File: src/rtl/mux_rr_pipe_pkg.sv
// mux_pkg: constants shared by all mux variants.
//   MODE_SEL : fixed channel select taken from the sel input
//   MODE_RR  : round-robin auto-select among valid channels
package mux_pkg;

  localparam logic MODE_SEL = 1'b0;
  localparam logic MODE_RR  = 1'b1;

endpackage : mux_pkg

File: src/rtl/mux_rr_pipe_if.sv
// mux_rr_pipe_if: handshake/data bundle between N producers, the mux and one consumer.
//   in_data   N*W  channel k data at [k*W +: W]
//   in_valid  N    per-channel valid
//   in_ready  N    per-channel ready (one-hot or zero)
//   out_data  W    registered selected word
//   out_chan  SELW index of channel that supplied out_data
//   out_valid 1    output slot holds a word
//   out_ready 1    consumer accepts the word
//   out_par   1    parity of out_data (only when MUX_PARITY_EN is defined)
// Modports: slave = the mux, master = producers/consumer side.
interface mux_rr_pipe_if #(
  parameter int W = 8,
  parameter int N = 4
);
  localparam int SELW = $clog2(N);

  logic [N*W-1:0]  in_data;
  logic [N-1:0]    in_valid;
  logic [N-1:0]    in_ready;
  logic [W-1:0]    out_data;
  logic [SELW-1:0] out_chan;
  logic            out_valid;
  logic            out_ready;
`ifdef MUX_PARITY_EN
  logic            out_par;
`endif

  modport slave (
    input  in_data, in_valid, out_ready,
    output in_ready, out_data, out_chan, out_valid
`ifdef MUX_PARITY_EN
    , output out_par
`endif
  );

  modport master (
    output in_data, in_valid, out_ready,
    input  in_ready, out_data, out_chan, out_valid
`ifdef MUX_PARITY_EN
    , input out_par
`endif
  );

endinterface : mux_rr_pipe_if

File: src/rtl/mux_rr_pipe_rr_arbiter.sv
// rr_arbiter: combinational round-robin grant.
//   req[N]        request vector
//   ptr[SELW]     highest-priority index for this cycle
//   gnt_valid     at least one request present
//   gnt_idx[SELW] first requesting index found searching ptr, ptr+1, ... mod N
// N must be a power of two so index arithmetic wraps in SELW bits.
module rr_arbiter #(
  parameter int N = 4
) (
  input  logic [N-1:0]         req,
  input  logic [$clog2(N)-1:0] ptr,
  output logic                 gnt_valid,
  output logic [$clog2(N)-1:0] gnt_idx
);
  localparam int SELW = $clog2(N);

  // Request vector rotated so that bit 0 corresponds to ptr.
  logic [N-1:0]    rot;
  logic [SELW-1:0] off;
  logic            found;

  generate
    for (genvar gi = 0; gi < N; gi++) begin : g_rot
      assign rot[gi] = req[ptr + SELW'(gi)];
    end
  endgenerate

  // Lowest set bit of the rotated vector wins; scanning downward lets the
  // last hit (smallest offset) stick.
  always_comb begin
    off   = '0;
    found = 1'b0;
    for (int i = N - 1; i >= 0; i--) begin
      if (rot[i]) begin
        found = 1'b1;
        off   = SELW'(i);
      end
    end
  end

  assign gnt_valid = found;
  assign gnt_idx   = ptr + off;

endmodule : rr_arbiter

File: src/rtl/mux_rr_pipe.sv
// mux_rr_pipe: N-channel, W-bit registered mux with valid/ready handshake.
//   clk   system clock (rising edge)
//   rst   synchronous active-high reset
//   mode  0 = fixed select (sel), 1 = round-robin
//   sel   channel index used in fixed mode
//   bus   mux_rr_pipe_if.slave: input channels and output slot
// Optional feature: define MUX_PARITY_EN to add bus.out_par, the registered
// even-parity of the selected word.
module mux_rr_pipe
  import mux_pkg::*;
#(
  parameter int W = 8,
  parameter int N = 4
) (
  input  logic                 clk,
  input  logic                 rst,
  input  logic                 mode,
  input  logic [$clog2(N)-1:0] sel,
  mux_rr_pipe_if.slave         bus
);
  localparam int SELW = $clog2(N);

  logic [W-1:0]    chan_data [N];
  logic            rr_valid;
  logic [SELW-1:0] rr_idx;
  logic            gnt_valid;
  logic [SELW-1:0] gnt_idx;
  logic            slot_free;
  logic            accept;
  logic            xfer;

  logic [W-1:0]    out_data_reg,  out_data_next;
  logic [SELW-1:0] out_chan_reg,  out_chan_next;
  logic            out_valid_reg, out_valid_next;
  logic [SELW-1:0] ptr_reg,       ptr_next;

  generate
    for (genvar gi = 0; gi < N; gi++) begin : g_split
      assign chan_data[gi] = bus.in_data[gi*W +: W];
    end
  endgenerate

  rr_arbiter #(.N(N)) u_arb (
    .req       (bus.in_valid),
    .ptr       (ptr_reg),
    .gnt_valid (rr_valid),
    .gnt_idx   (rr_idx)
  );

  always_comb begin
    gnt_valid = rr_valid;
    gnt_idx   = rr_idx;
    if (mode == MODE_SEL) begin
      gnt_valid = 1'b1;
      gnt_idx   = sel;
    end
  end

  // The slot can take a word when empty or when the held word leaves this cycle.
  assign slot_free = !out_valid_reg || bus.out_ready;
  assign accept    = !rst && gnt_valid && slot_free;
  assign xfer      = accept && bus.in_valid[gnt_idx];

  generate
    for (genvar gi = 0; gi < N; gi++) begin : g_ready
      assign bus.in_ready[gi] = accept && (gnt_idx == SELW'(gi));
    end
  endgenerate

  always_comb begin
    out_data_next  = out_data_reg;
    out_chan_next  = out_chan_reg;
    out_valid_next = out_valid_reg;
    ptr_next       = ptr_reg;
    if (xfer) begin
      out_data_next  = chan_data[gnt_idx];
      out_chan_next  = gnt_idx;
      out_valid_next = 1'b1;
      if (mode == MODE_RR) begin
        ptr_next = gnt_idx + SELW'(1);  // wraps N-1 -> 0
      end
    end else if (bus.out_ready) begin
      out_valid_next = 1'b0;
    end
  end

  always_ff @(posedge clk) begin
    if (rst) begin
      out_data_reg  <= '0;
      out_chan_reg  <= '0;
      out_valid_reg <= 1'b0;
      ptr_reg       <= '0;
    end else begin
      out_data_reg  <= out_data_next;
      out_chan_reg  <= out_chan_next;
      out_valid_reg <= out_valid_next;
      ptr_reg       <= ptr_next;
    end
  end

  assign bus.out_data  = out_data_reg;
  assign bus.out_chan  = out_chan_reg;
  assign bus.out_valid = out_valid_reg;

`ifdef MUX_PARITY_EN
  logic par_reg, par_next;

  always_comb begin
    par_next = par_reg;
    if (xfer) begin
      par_next = ^chan_data[gnt_idx];
    end
  end

  always_ff @(posedge clk) begin
    if (rst) begin
      par_reg <= 1'b0;
    end else begin
      par_reg <= par_next;
    end
  end

  assign bus.out_par = par_reg;
`endif

endmodule : mux_rr_pipe

File: src/flat_wrapper.sv
// flat-port wrapper written by rule: the top's interface ports become plain ports
module mux_rr_pipe_flat import mux_pkg::*;
#(
  parameter int W = 8,
  parameter int N = 4
)
  (clk, rst, mode, sel, bus_in_data, bus_in_valid, bus_out_ready, bus_in_ready, bus_out_data, bus_out_chan, bus_out_valid);
  mux_rr_pipe_if #(.W(W), .N(N)) bus_i ();
  input  logic clk;
  input  logic rst;
  input  logic mode;
  input  logic [$clog2(N)-1:0] sel;
  input wire logic [$bits(bus_i.in_data)-1:0] bus_in_data;
  input wire logic [$bits(bus_i.in_valid)-1:0] bus_in_valid;
  input wire logic [$bits(bus_i.out_ready)-1:0] bus_out_ready;
  output wire logic [$bits(bus_i.in_ready)-1:0] bus_in_ready;
  output wire logic [$bits(bus_i.out_data)-1:0] bus_out_data;
  output wire logic [$bits(bus_i.out_chan)-1:0] bus_out_chan;
  output wire logic [$bits(bus_i.out_valid)-1:0] bus_out_valid;
  assign bus_i.in_data = bus_in_data;
  assign bus_i.in_valid = bus_in_valid;
  assign bus_i.out_ready = bus_out_ready;
  assign bus_in_ready = bus_i.in_ready;
  assign bus_out_data = bus_i.out_data;
  assign bus_out_chan = bus_i.out_chan;
  assign bus_out_valid = bus_i.out_valid;
  mux_rr_pipe #(.W(W), .N(N)) u_core (.clk(clk), .rst(rst), .mode(mode), .sel(sel), .bus(bus_i));
endmodule
File: config.mk
export PLATFORM = sky130hd
export DESIGN_NAME = mux_rr_pipe_flat
export DESIGN_NICKNAME = d
export VERILOG_FILES = /design/src/rtl/mux_rr_pipe_pkg.sv /design/src/rtl/mux_rr_pipe_if.sv /design/src/rtl/mux_rr_pipe_rr_arbiter.sv /design/src/rtl/mux_rr_pipe.sv /design/src/flat_wrapper.sv
export SDC_FILE = /design/constraint.sdc
export NUM_CORES = 1
export LEC_CHECK = 0
export ABC_AREA = 1
export CAP_MARGIN = 20
export CORE_UTILIZATION = 41
export DETAILED_ROUTE_END_ITERATION = 6
export PLACE_DENSITY_LB_ADDON = 0.1
export SETUP_SLACK_MARGIN = 0.02
export SYNTH_ARGS = -nofsm -noshare
export SYNTH_HDL_FRONTEND = slang
export SYNTH_SLANG_ARGS = --single-unit
File: constraint.sdc
create_clock -name clk -period 2.9 [get_ports clk]
set_input_delay 0.58 -clock clk [delete_from_list [all_inputs] [get_ports clk]]
set_output_delay 0.58 -clock clk [all_outputs]
set_load 0.02 [all_outputs]
==> results.toml <==
[run_status]
status = "complete, but fails checks"
violations = "negative setup slack"

[place]
portBuffers = 56
placed_cells = 315
post-place-ws_ns = -0.828
dp_hpwl_um = 2590
dpl_cell_area_um2 = 1930
gp_congestion = 0.873

[die]
die_w_um = 56.0
fp.dieH_um = 56.0
io_pins = 57
num_rows = 19
die_area_um2 = 3130
core_area_um2 = 2760
start_util_pct = 43.3

[logic_synthesis]
synth_warnings = 0
synth_nets = 256
ys_seq_area_share_pct = 21.8
netlist_area_um2 = 1190
netlist_instances = 213
synth-seq-cells = 13
syn_avg_cell_area_um2 = 5.61
ys_types = 25

[global_routing]
top_usage_layer = "met2"
grt_max_degree = 20
grt_use_met1_pct = 28.8
grt_overflow = 0
use_met3_pct = 5.58
grt_pass1_vias = 1496
grt_pass1_wl_um = 6110
track_usage_pct = 24.4
grtUsageMet2_pct = 43.0
antenna_found_initial = 0

[finish]
instances_no_fill = 334
postLayoutCoreUtil_pct = 81.7
final_common_cell = "nand2_1"
largest_reg_flops = 8
multi_input_area_um2 = 978
fin_nets = 347
seqCellArea_um2 = 268
design_area_um2 = 2250
drive_gt1_share_pct = 37.0
antennaDiodeCount = 0
syn_to_final_growth_pct = 88.6
nFillCells = 197
final_cell_mix = "nand2_1 (70), clkdlybuf4s50_1 (48), buf_4 (36), nand2_2 (21), nor2_1 (21)"

[clock_network]
cts_buffer_depth = 2
postCtsHoldBufs = 0
cts_tree = "built"
h-tree-depth = 1
clk_pin_slew_worst_paths_ns = 0.08
cts_made_buffers = 3
clock_latency_ns = 0.30
cts_sinks = 13
cts_root_buf = "clkbuf_4"

[detailed_routing]
ant_nets = 0
drc = 0
num_vias = 1670
drt-pass1-iter-count = 4
wirelength_um = 4240
drt-wirelength-per-cell_um = 12.7
viasPerCell = 5.00
drtIter0Drc = 97

[sta]
whs_ns = 0.495
finalSetupViolCount = 4
setup_slack_ns = -0.0908
fmax_mhz = 334
hold_viol = 0
rsz0062_at_grt = "yes"
min_period_over_period_pct = 103
min_period_ns = 2.99
relSlewSlack_pct = 74.3
finalMaxSlewViolations = 0
skew_ns = 0.00791
worst_pin_slew_ns = 0.381

[setup_path]
cpMostUsedCell = "nand2_2"
crit_path_max_fanout = 5
worstPathCellList = "buf_12, nand2_2, nand2_2, nand2_2, nand2_2, a31oi_2, nor2_1, ha_2, xor2_2, inv_1, nand2_2, nand2_2, nand2_2, nand2_4, nor3_2, buf_4"
cpLargestDelayFamily = "simple AND/OR/NAND/NOR gates"
crit_path_end_kind = "primary output"
arrival_ns = 2.41
cp.required_ns = 2.32
critical_path_class = "flop to primary output"
cp_num_buf_inv = 3
cpPeakStageDelay_ns = 0.41
crit_path_start_kind = "flop"
cp_slowest_cell = "dfxtp_4"

[pwr]
switching_share_pct = 43.4
switchingPower_w = 0.000450
p_int_w = 0.000587
power.density_nw_per_um2 = 460
power_frac_clock_pct = 12.1
power.leakage_nw = 1.11
p_comb_share_pct = 66.1
power.share.sequential_pct = 21.7
vdd_drop_max_uv = 373

[hold_path]
hold_class = "flop to flop"

[run]
max_cap_viol_count = 0
-- logic make-up (layout without fill, tap and decap cells) --
kind of cell    count (synthesis)  in the layout  share of synthesized area, %
simple gates                  153            153                          57.8
buf+inv                        28            118                          11.4
compound gates                 17             17                          7.23
flops                          13             13                          21.8
fa+ha+maj                       1              1                          1.05
xor+xnor                        1              1                         0.733
-- worst paths after layout --
kind,startpoint,to,slack (ns),cells past startpoint
max,u_core.ptr_reg[0],bus_in_ready[3],-0.09,16
min,u_core.bus.out_chan[0],u_core.bus.out_chan[0],0.50,2
max reg2reg,u_core.ptr_reg[0],u_core.bus.out_chan[1],0.08,18
min reg2reg,u_core.bus.out_chan[0],u_core.bus.out_chan[0],0.50,2
-- synthesized netlist by cell type (all sizes together) --
library cell	number	area [um2]
ha	1	12.5
o21ai	4	20.0
inv	21	81.3
or2	3	18.8
a31oi	1	6.26
nor2	24	97.6
xor2	1	8.76
dfxtp	13	260
nand2	102	410
clkbuf	1	7.51
buf	6	47.5
nor3	9	80.1
nand4	1	6.26
a21oi	12	60.1
nor3b	1	7.51
nand3	13	70.1
-- cell type report --
cell class / instances / area share, %
Clock buffer: 4 / 1.17
Inverter: 21 / 3.83
Multi-Input combinational cell: 172 / 43.4
Sequential cell: 13 / 11.9
Tap cell: 31 / 1.72
Timing Repair Buffer: 93 / 38.0
-- worst register-to-register path, cell delays in order, from the launching register on --
cell and delay, ns:
dfxtp_4 0.41, buf_12 0.14, nand2_2 0.06, nand2_2 0.08, nand2_2 0.05, nand2_2 0.08, a31oi_2 0.04, nor2_1 0.14
ha_2 0.29, or2_4 0.26, nand2_4 0.09, buf_4 0.16, nand2_1 0.06, o21ai_0 0.16, nand3_2 0.13, nand2_2 0.12
nand2_4 0.16, o21ai_0 0.23, nor2_1 0.05
-- routing by layer --
metal  vias to the layer above  wire, um
met5                         -         0
met2                        75      2060
met4                         0       100
met1                       743      1760
met3                        13       318
li1                        839         -
-- power groups by stage --
stage / combinational [W] / sequential, W / clock (W)
finish: 0.000686 / 0.000225 / 0.000126
detailed placement: 0.000536 / 0.000226 / 0
floorplan: 0.000296 / 0.000254 / 0
global placement: 0.000534 / 0.000225 / 0
global route: 0.000747 / 0.000228 / 0.000133
CTS: 0.000579 / 0.000222 / 0.000121
-- timing repair --
action                                  CTS  global route
pin swaps                                15            17
gates cloned                              0             1
setup buffers                             6             9
gates resized for setup                  55            37
endpoints found under the setup margin   17             8
-- per-stage QoR --
stage          TNS, ns  total power [W]
2_1_floorplan        0         0.000550
3_3_place_gp     -7.54         0.000759
3_5_place_dp     -8.34         0.000762
4_1_cts              0         0.000923
5_1_grt          -1.84          0.00111
6_report        -0.283          0.00104
Note: power is estimated with default switching activity, not from simulation.
